### src/rtl/control_sequencer.sv
// Command sequencer for a three-register datapath: decodes LOADA/MOVAB/ADD/ACC into
// per-cycle register load strobes and bus-drive selects, with a completion pulse.
//
// state | meaning
// IDLE  | ready for a command, no strobes
// T1    | first micro-step of the latched op
// T2    | second micro-step (ADD, ACC); ACC loops T1/T2 while iterations remain
// FIN   | one-cycle done pulse, then back to IDLE
module control_sequencer #(
    parameter int CNT_W = 4
) (
    input  logic             clock,
    input  logic             clear,
    input  logic             cmd_valid,
    output logic             cmd_ready,
    input  logic [1:0]       cmd_op,
    input  logic [CNT_W-1:0] cmd_count,
    output logic             RAin,
    output logic             RBin,
    output logic             RZin,
    output logic             RAout,
    output logic             RBout,
    output logic             RZout,
    output logic             busy,
    output logic             done
);

    typedef enum logic [1:0] {IDLE, T1, T2, FIN} state_t;
    typedef enum logic [1:0] {OP_LOADA = 2'b00, OP_MOVAB = 2'b01,
                              OP_ADD = 2'b10, OP_ACC = 2'b11} op_t;

    localparam logic [CNT_W-1:0] CNT_ONE = CNT_W'(1);

    state_t           state_q, state_d;
    op_t              op_q, op_d;
    logic [CNT_W-1:0] cnt_q, cnt_d;

    always_ff @(posedge clock) begin
        if (clear) begin
            state_q <= IDLE;
            op_q    <= OP_LOADA;
            cnt_q   <= '0;
        end else begin
            state_q <= state_d;
            op_q    <= op_d;
            cnt_q   <= cnt_d;
        end
    end

    // Strobes depend only on the registered state and latched op; cmd_valid
    // affects the next state alone.
    always_comb begin
        state_d   = state_q;
        op_d      = op_q;
        cnt_d     = cnt_q;
        cmd_ready = 1'b0;
        busy      = 1'b1;
        done      = 1'b0;
        RAin      = 1'b0;
        RBin      = 1'b0;
        RZin      = 1'b0;
        RAout     = 1'b0;
        RBout     = 1'b0;
        RZout     = 1'b0;
        case (state_q)
            IDLE: begin
                busy      = 1'b0;
                cmd_ready = 1'b1;
                if (cmd_valid) begin
                    op_d  = op_t'(cmd_op);
                    cnt_d = cmd_count;
                    if (op_t'(cmd_op) == OP_ACC && cmd_count == '0)
                        state_d = FIN;
                    else
                        state_d = T1;
                end
            end
            T1: begin
                case (op_q)
                    OP_LOADA: begin
                        RAin    = 1'b1;
                        state_d = FIN;
                    end
                    OP_MOVAB: begin
                        RAout   = 1'b1;
                        RBin    = 1'b1;
                        state_d = FIN;
                    end
                    OP_ADD: begin
                        RAout   = 1'b1;
                        RZin    = 1'b1;
                        state_d = T2;
                    end
                    OP_ACC: begin
                        RBout   = 1'b1;
                        RZin    = 1'b1;
                        state_d = T2;
                    end
                    default: state_d = IDLE;
                endcase
            end
            T2: begin
                case (op_q)
                    OP_ADD: begin
                        RZout   = 1'b1;
                        RBin    = 1'b1;
                        state_d = FIN;
                    end
                    OP_ACC: begin
                        RZout = 1'b1;
                        RBin  = 1'b1;
                        // Saturating decrement: the count never wraps below zero.
                        if (cnt_q != '0)
                            cnt_d = cnt_q - CNT_ONE;
                        if (cnt_q > CNT_ONE)
                            state_d = T1;
                        else
                            state_d = FIN;
                    end
                    default: state_d = IDLE;
                endcase
            end
            FIN: begin
                done    = 1'b1;
                state_d = IDLE;
            end
            default: state_d = IDLE;
        endcase
    end

endmodule
### config.mk
export PLATFORM = sky130hd
export DESIGN_NAME = control_sequencer
export DESIGN_NICKNAME = d
export VERILOG_FILES = /design/src/rtl/control_sequencer.sv
export SDC_FILE = /design/constraint.sdc
export NUM_CORES = 1
export LEC_CHECK = 0
export ABC_AREA = 1
export CORE_MARGIN = 4
export CORE_UTILIZATION = 31
export CTS_BUF_LIST = sky130_fd_sc_hd__clkbuf_8
export DETAILED_ROUTE_END_ITERATION = 6
export PLACE_DENSITY = 0.66
export SLEW_MARGIN = 10
export SYNTH_ARGS = -nofsm -noshare
export SYNTH_HDL_FRONTEND = slang
export SYNTH_SLANG_ARGS = --single-unit
### constraint.sdc
create_clock -name clock -period 1.4 [get_ports clock]
set_clock_uncertainty 0.1 [all_clocks]
set_input_delay 0.28 -clock clock [delete_from_list [all_inputs] [get_ports clock]]
set_output_delay 0.28 -clock clock [all_outputs]
set_load 0.005 [all_outputs]
---- After elaboration in Yosys (flattened, before gate mapping) ----
Cells that the tools add are included.
cells by class
  order comparisons ....................... 1
  reduce and logical (&&, ||, !) cells .... 11
  eq/ne operators ......................... 10
  $add $sub $neg .......................... 1
  multiplexer cells ....................... 24
operator list
  cell                                                                  number
  1-bit two-way mux                                                     13
  4-bit two-way mux                                                     3
  2-bit == test, second input constant                                  5
  2-bit case mux with 2 select lines                                    2
  2-bit case mux with 4 select lines                                    1
  4-bit case mux with 2 select lines                                    1
  2-bit two-way mux                                                     3
  2-bit inequality test, second input constant                          3
  2-bit OR reduction                                                    3
  2-bit by 1-bit == test with 1-bit output, second input constant       2
  4-bit by 1-bit > comparator with 1-bit output, second input constant  1
  2-bit zero test                                                       2
  4-bit zero test                                                       1
  4-bit AND reduction                                                   1
  4-bit nonzero test                                                    1
  4-bit by 1-bit subtractor with 4-bit output, second input constant    1
  1-bit case mux with 2 select lines                                    1
  2-bit AND reduction                                                   1
  2-bit nonzero test                                                    1
  1-bit logical AND                                                     1
word-level totals
  input bits .............................. 9
  logic and storage cells ................. 50
  bits in registers ....................... 8
  output and inout bits ................... 9

---- Longest topological paths before layout ----
  depth after elaboration ................. 5
  gate-level depth with buffers ........... 9
  depth with buffers taken out ............ 9

---- Least setup slack after synthesis ----
Ideal clock, no wire load.
  path kind ............................... register to output
  from .................................... register state_q[0]
  to ...................................... output port RBin
  required time ........................... 1020 ps
  cell stages (with the launch flop) ...... 7
  arrival ................................. 1109 ps
  path buffers ............................ 0
  setup slack ............................. -89 ps
  cells stage by stage .................... dfxtp_1 -> inv_1 -> ha_1 -> inv_1 -> nor2_1 -> a21oi_1 -> nor2_1
on the way
  cells in the longest elaborated chain, start to end .. 2
  elaborated cells on any way between the ends .. 3
  those cells by class .................... 2 x eq/ne; 1 x mux
RTL lines
  item                                                                       line  source
  from (decl)                                                                34    state_t state_q, state_d;
  from (signal assigned)                                                     44    state_q <= state_d;
  2-bit == test or 2-bit by 1-bit == test with 1-bit output (tied branches)  65    case (state_q)
  1-bit case mux with 2 select lines (*)                                     65
  to (decl)                                                                  19    output logic RBin,
Mark *: on every way between the ends. The rest lies on a longest branch, timed or not.

---- Worst setup path after layout ----
  from .................................... register op_q[1]
  to ...................................... output port RZin
on the way
  cells in the longest elaborated chain, start to end .. 4
  elaborated cells on any way between the ends .. 5
  those cells by class .................... 2 x eq/ne; 2 x mux; 1 x reduce/logical
RTL lines
  item                              line  source
  from (decl)                       35    op_t op_q, op_d;
  from (signal assigned)            45    op_q <= op_d;
  2-bit == test                     79    case (op_q)
  2-bit OR reduction (no line) (*)  -
  1-bit two-way mux (*)             79
  1-bit two-way mux (*)             65
  to (decl)                         20    output logic RZin,
Marked as above.

==> results by group <==
Clocking
  • Hold Buf Count CTS: 0
  • H-tree depth: 1
  • Skew-Pair Late Insertion Delay: 0.23 ns
  • Root buf cell: clkbuf_8
  • CTS Sinks: 8
  • CTS tree: built
  • Clock transition at path regs: 0.04 ns
  • Clk buf depth: 2
  • CTS Buf Count: 3

Yosys
  • Yosys Warn Count: 0
  • Post-synthesis sequential area ratio: 24.11%
  • Mapped cell area: 664.4 um^2
  • Cells after synthesis: 104
  • Synth unique cells: 14
  • Syn Area/Cell: 6.388 um^2
  • Synthesis-stage register bit count: 8
  • Syn Nets: 123

Setup path
  • R2r worst-path depth: 9
  • Crit path DAT: 1.31 ns
  • Crit path capture type: output pin
  • Worst path required time: 1.02 ns
  • Reg2Reg Setup Slack: -0.09 ns
  • Reg-to-reg critical path startpoint: op_q[1]$_SDFFE_PP0P_
  • Critical Path Start Type: flip-flop
  • WS Path Type: flip-flop to output pin
  • Crit path max fanout: 4
  • Reg-to-reg critical path endpoint: state_q[0]$_SDFFE_PP0N_

Route
  • DRC: 0
  • Vias per cell: 4.547
  • Drt first pass iters: 3
  • WL final: 1995 um
  • DRT iter0 DRCs: 8
  • Via count: 814
  • Routed len/inst: 11.15 um
  • Final ANT Viol Nets: 0

Pwr
  • PwrDens: 895.6 mW/mm^2
  • Sequential share of power: 25.5%
  • Leakage: 0.6156 nW
  • Switching power: 0.4063 mW
  • Part of the power in combinational logic: 50.8%
  • Clock power frac: 23.7%
  • Int Power: 0.7703 mW
  • Net Sw Frac: 34.53%
  • Total power: 1.177 mW
  • Maximum vdd drop: 776.2 uV

Timing
  • Relative slew margins: 85.14%
  • PnR worst setup slack: -0.2897 ns
  • Worst Tran Pin Value: 0.2222 ns
  • Final min period: 1.690 ns
  • Max Fclk: 591.8 MHz
  • Period utilisation layout: 120.7%
  • RSZ-0062 raised after global routing: true
  • Setup violators final: 7
  • Final slew viol count: 0
  • Hold Vio Cnt, Final: 0

Floorplanning
  • Core Area: 0.002002 mm^2
  • Die ar.: 0.002948 mm^2
  • Die extent in x: 54.30 um
  • Overall die height: 54.30 um
  • # IOs: 18
  • # rows: 16
  • Starting Density: 33.19%

Min path
  • Min-Delay Endpoint: cnt_q[1]$_SDFFE_PP0P_
  • Hold Crit Depth: 2
  • Hold path start: cnt_q[1]$_SDFFE_PP0P_
  • Worst Hold Class: flip-flop to flip-flop

Cells and area
  • Area of the multi-input gates: 585.6 um^2
  • Fin nets: 173
  • Filler instances: 170
  • Utilization after layout: 65.63%
  • N_diodes: 0
  • Layout Area Growth over Synthesis: 97.74%
  • Layout cells sized above 1: 53.29%
  • Register area: 172.7 um^2

Placed design
  • IO buf count: 17
  • RePlAce Congestion: 0.8167
  • HPWL after detailed placement: 1354 um

Run status
  • Status: finished, violations left
  • Failing checks: setup timing

GRT
  • Initial antenna violation count: 0
  • Total gr overflow: 0
  • Tot GR Track Use: 14.13%
  • Number of global-route vias before repair: 736
  • Largest net degree at the start of global routing: 8
  • First-pass GRT wire length: 3029 um

Job
  • MaxCap Viol Count: 0
-- worst max path at each step --
| stage | startpoint | endpoint | slack (ns) | cells after the start |
|---|---|---|---|---|
| after floorplan | state_q[0]$_SDFFE_PP0N_ | RBin | -0.01 | 6 |
| after global placement | op_q[0]$_SDFFE_PP0P_ | RBin | -0.37 | 7 |
| after detailed placement | op_q[0]$_SDFFE_PP0P_ | RBin | -0.41 | 7 |
| after CTS | op_q[1]$_SDFFE_PP0P_ | RBin | -0.27 | 7 |
| after global routing | op_q[1]$_SDFFE_PP0P_ | RBin | -0.34 | 7 |
| final | op_q[1]$_SDFFE_PP0P_ | RZin | -0.29 | 7 |
-- registers in the layout, indices dropped and copies added, names as in the netlist --
signal,cells
cnt_q,4
op_q,2
state_q,2
-- Yosys cell counts, drive strengths merged --
| library cell | n | share of area [%] |
|---|---|---|
| ha | 10 | 19 |
| nand3 | 8 | 6.0 |
| a21oi | 7 | 5.8 |
| nand2 | 20 | 12 |
| o211ai | 2 | 2.3 |
| nor3b | 1 | 1.1 |
| o21ai | 8 | 6.0 |
| inv | 22 | 12 |
| nor2 | 17 | 10 |
| or2 | 1 | 0.94 |
| dfxtp | 8 | 24 |
-- worst max-delay path: stages (launching register included) --
cell and delay, ns:
dfxtp_4 0.35, buf_6 0.11, ha_4 0.16, nor2_4 0.12, buf_4 0.11, buf_6 0.08, nor2_1 0.03, buf_2 0.11
-- routing by layer --
layer	track usage (%)	share of wire, %	vias to the layer above
met5	0	0	-
met4	4.979	1.9	0
met3	2.452	4.7	5
met2	26.29	54	18
met1	15.88	40	366
li1	-	-	425
-- placed cells by master, fill, tap and decap left out, drive strengths merged --
cell type	n
a21oi	7
buf	36
clkbuf	4
clkdlybuf4s50	8
dfxtp	8
ha	10
inv	22
nand2	20
nand3	8
nor2	17
nor3b	1
o211ai	2
o21ai	8
or2	1
-- timing repair --
action                                  4_1_cts  5_1_grt
gates cloned                                  0        0
resized for setup                            74       28
setup buffers                                 7        4
endpoints found under the setup margin       17       15
pin swaps                                    16       12
-- final cells by class --
cell class / instances / share of cell area [%]
clock buffer: 3 / 3.143
timing repair buffer: 45 / 29.33
multi-input combinational: 74 / 44.57
inverter: 22 / 7.238
sequential: 8 / 13.14
tap: 27 / 2.571
-- kinds of logic (layout without fill, tap and decap cells) --
family,Yosys count,in the layout,synth area share [%]
simple gates,47,47,30.51
buf+inv,22,70,12.43
compound gates,17,17,14.12
fa+ha+maj,10,10,18.83
flops,8,8,24.10
-- power groups by stage --
stage	combinational (mW)	clock, mW	sequential (mW)
after CTS	0.496	0.283	0.295
after detailed placement	0.409	0	0.290
final	0.598	0.279	0.300
after global routing	0.658	0.300	0.304
after global placement	0.404	0	0.288
after floorplan	0.209	0	0.284
-- stage by stage --
stage | TNS [ns] | hold slack, ns | worst slack [ns] | std cells | cell area [um^2]
after CTS | -0.9551 | 0.4159 | -0.2720 | 175 | 1201
after global routing | -1.823 | 0.4489 | -0.3417 | 179 | 1314
after floorplan | -0.03719 | 0.2424 | -0.01361 | 104 | 671.9
after detailed placement | -3.417 | 0.3971 | -0.4092 | 166 | 1011
after global placement | -3.119 | 0.3934 | -0.3658 | 166 | 1011
final | -1.311 | 0.4104 | -0.2897 | 179 | 1314
Power figures use the tool's default switching activity.
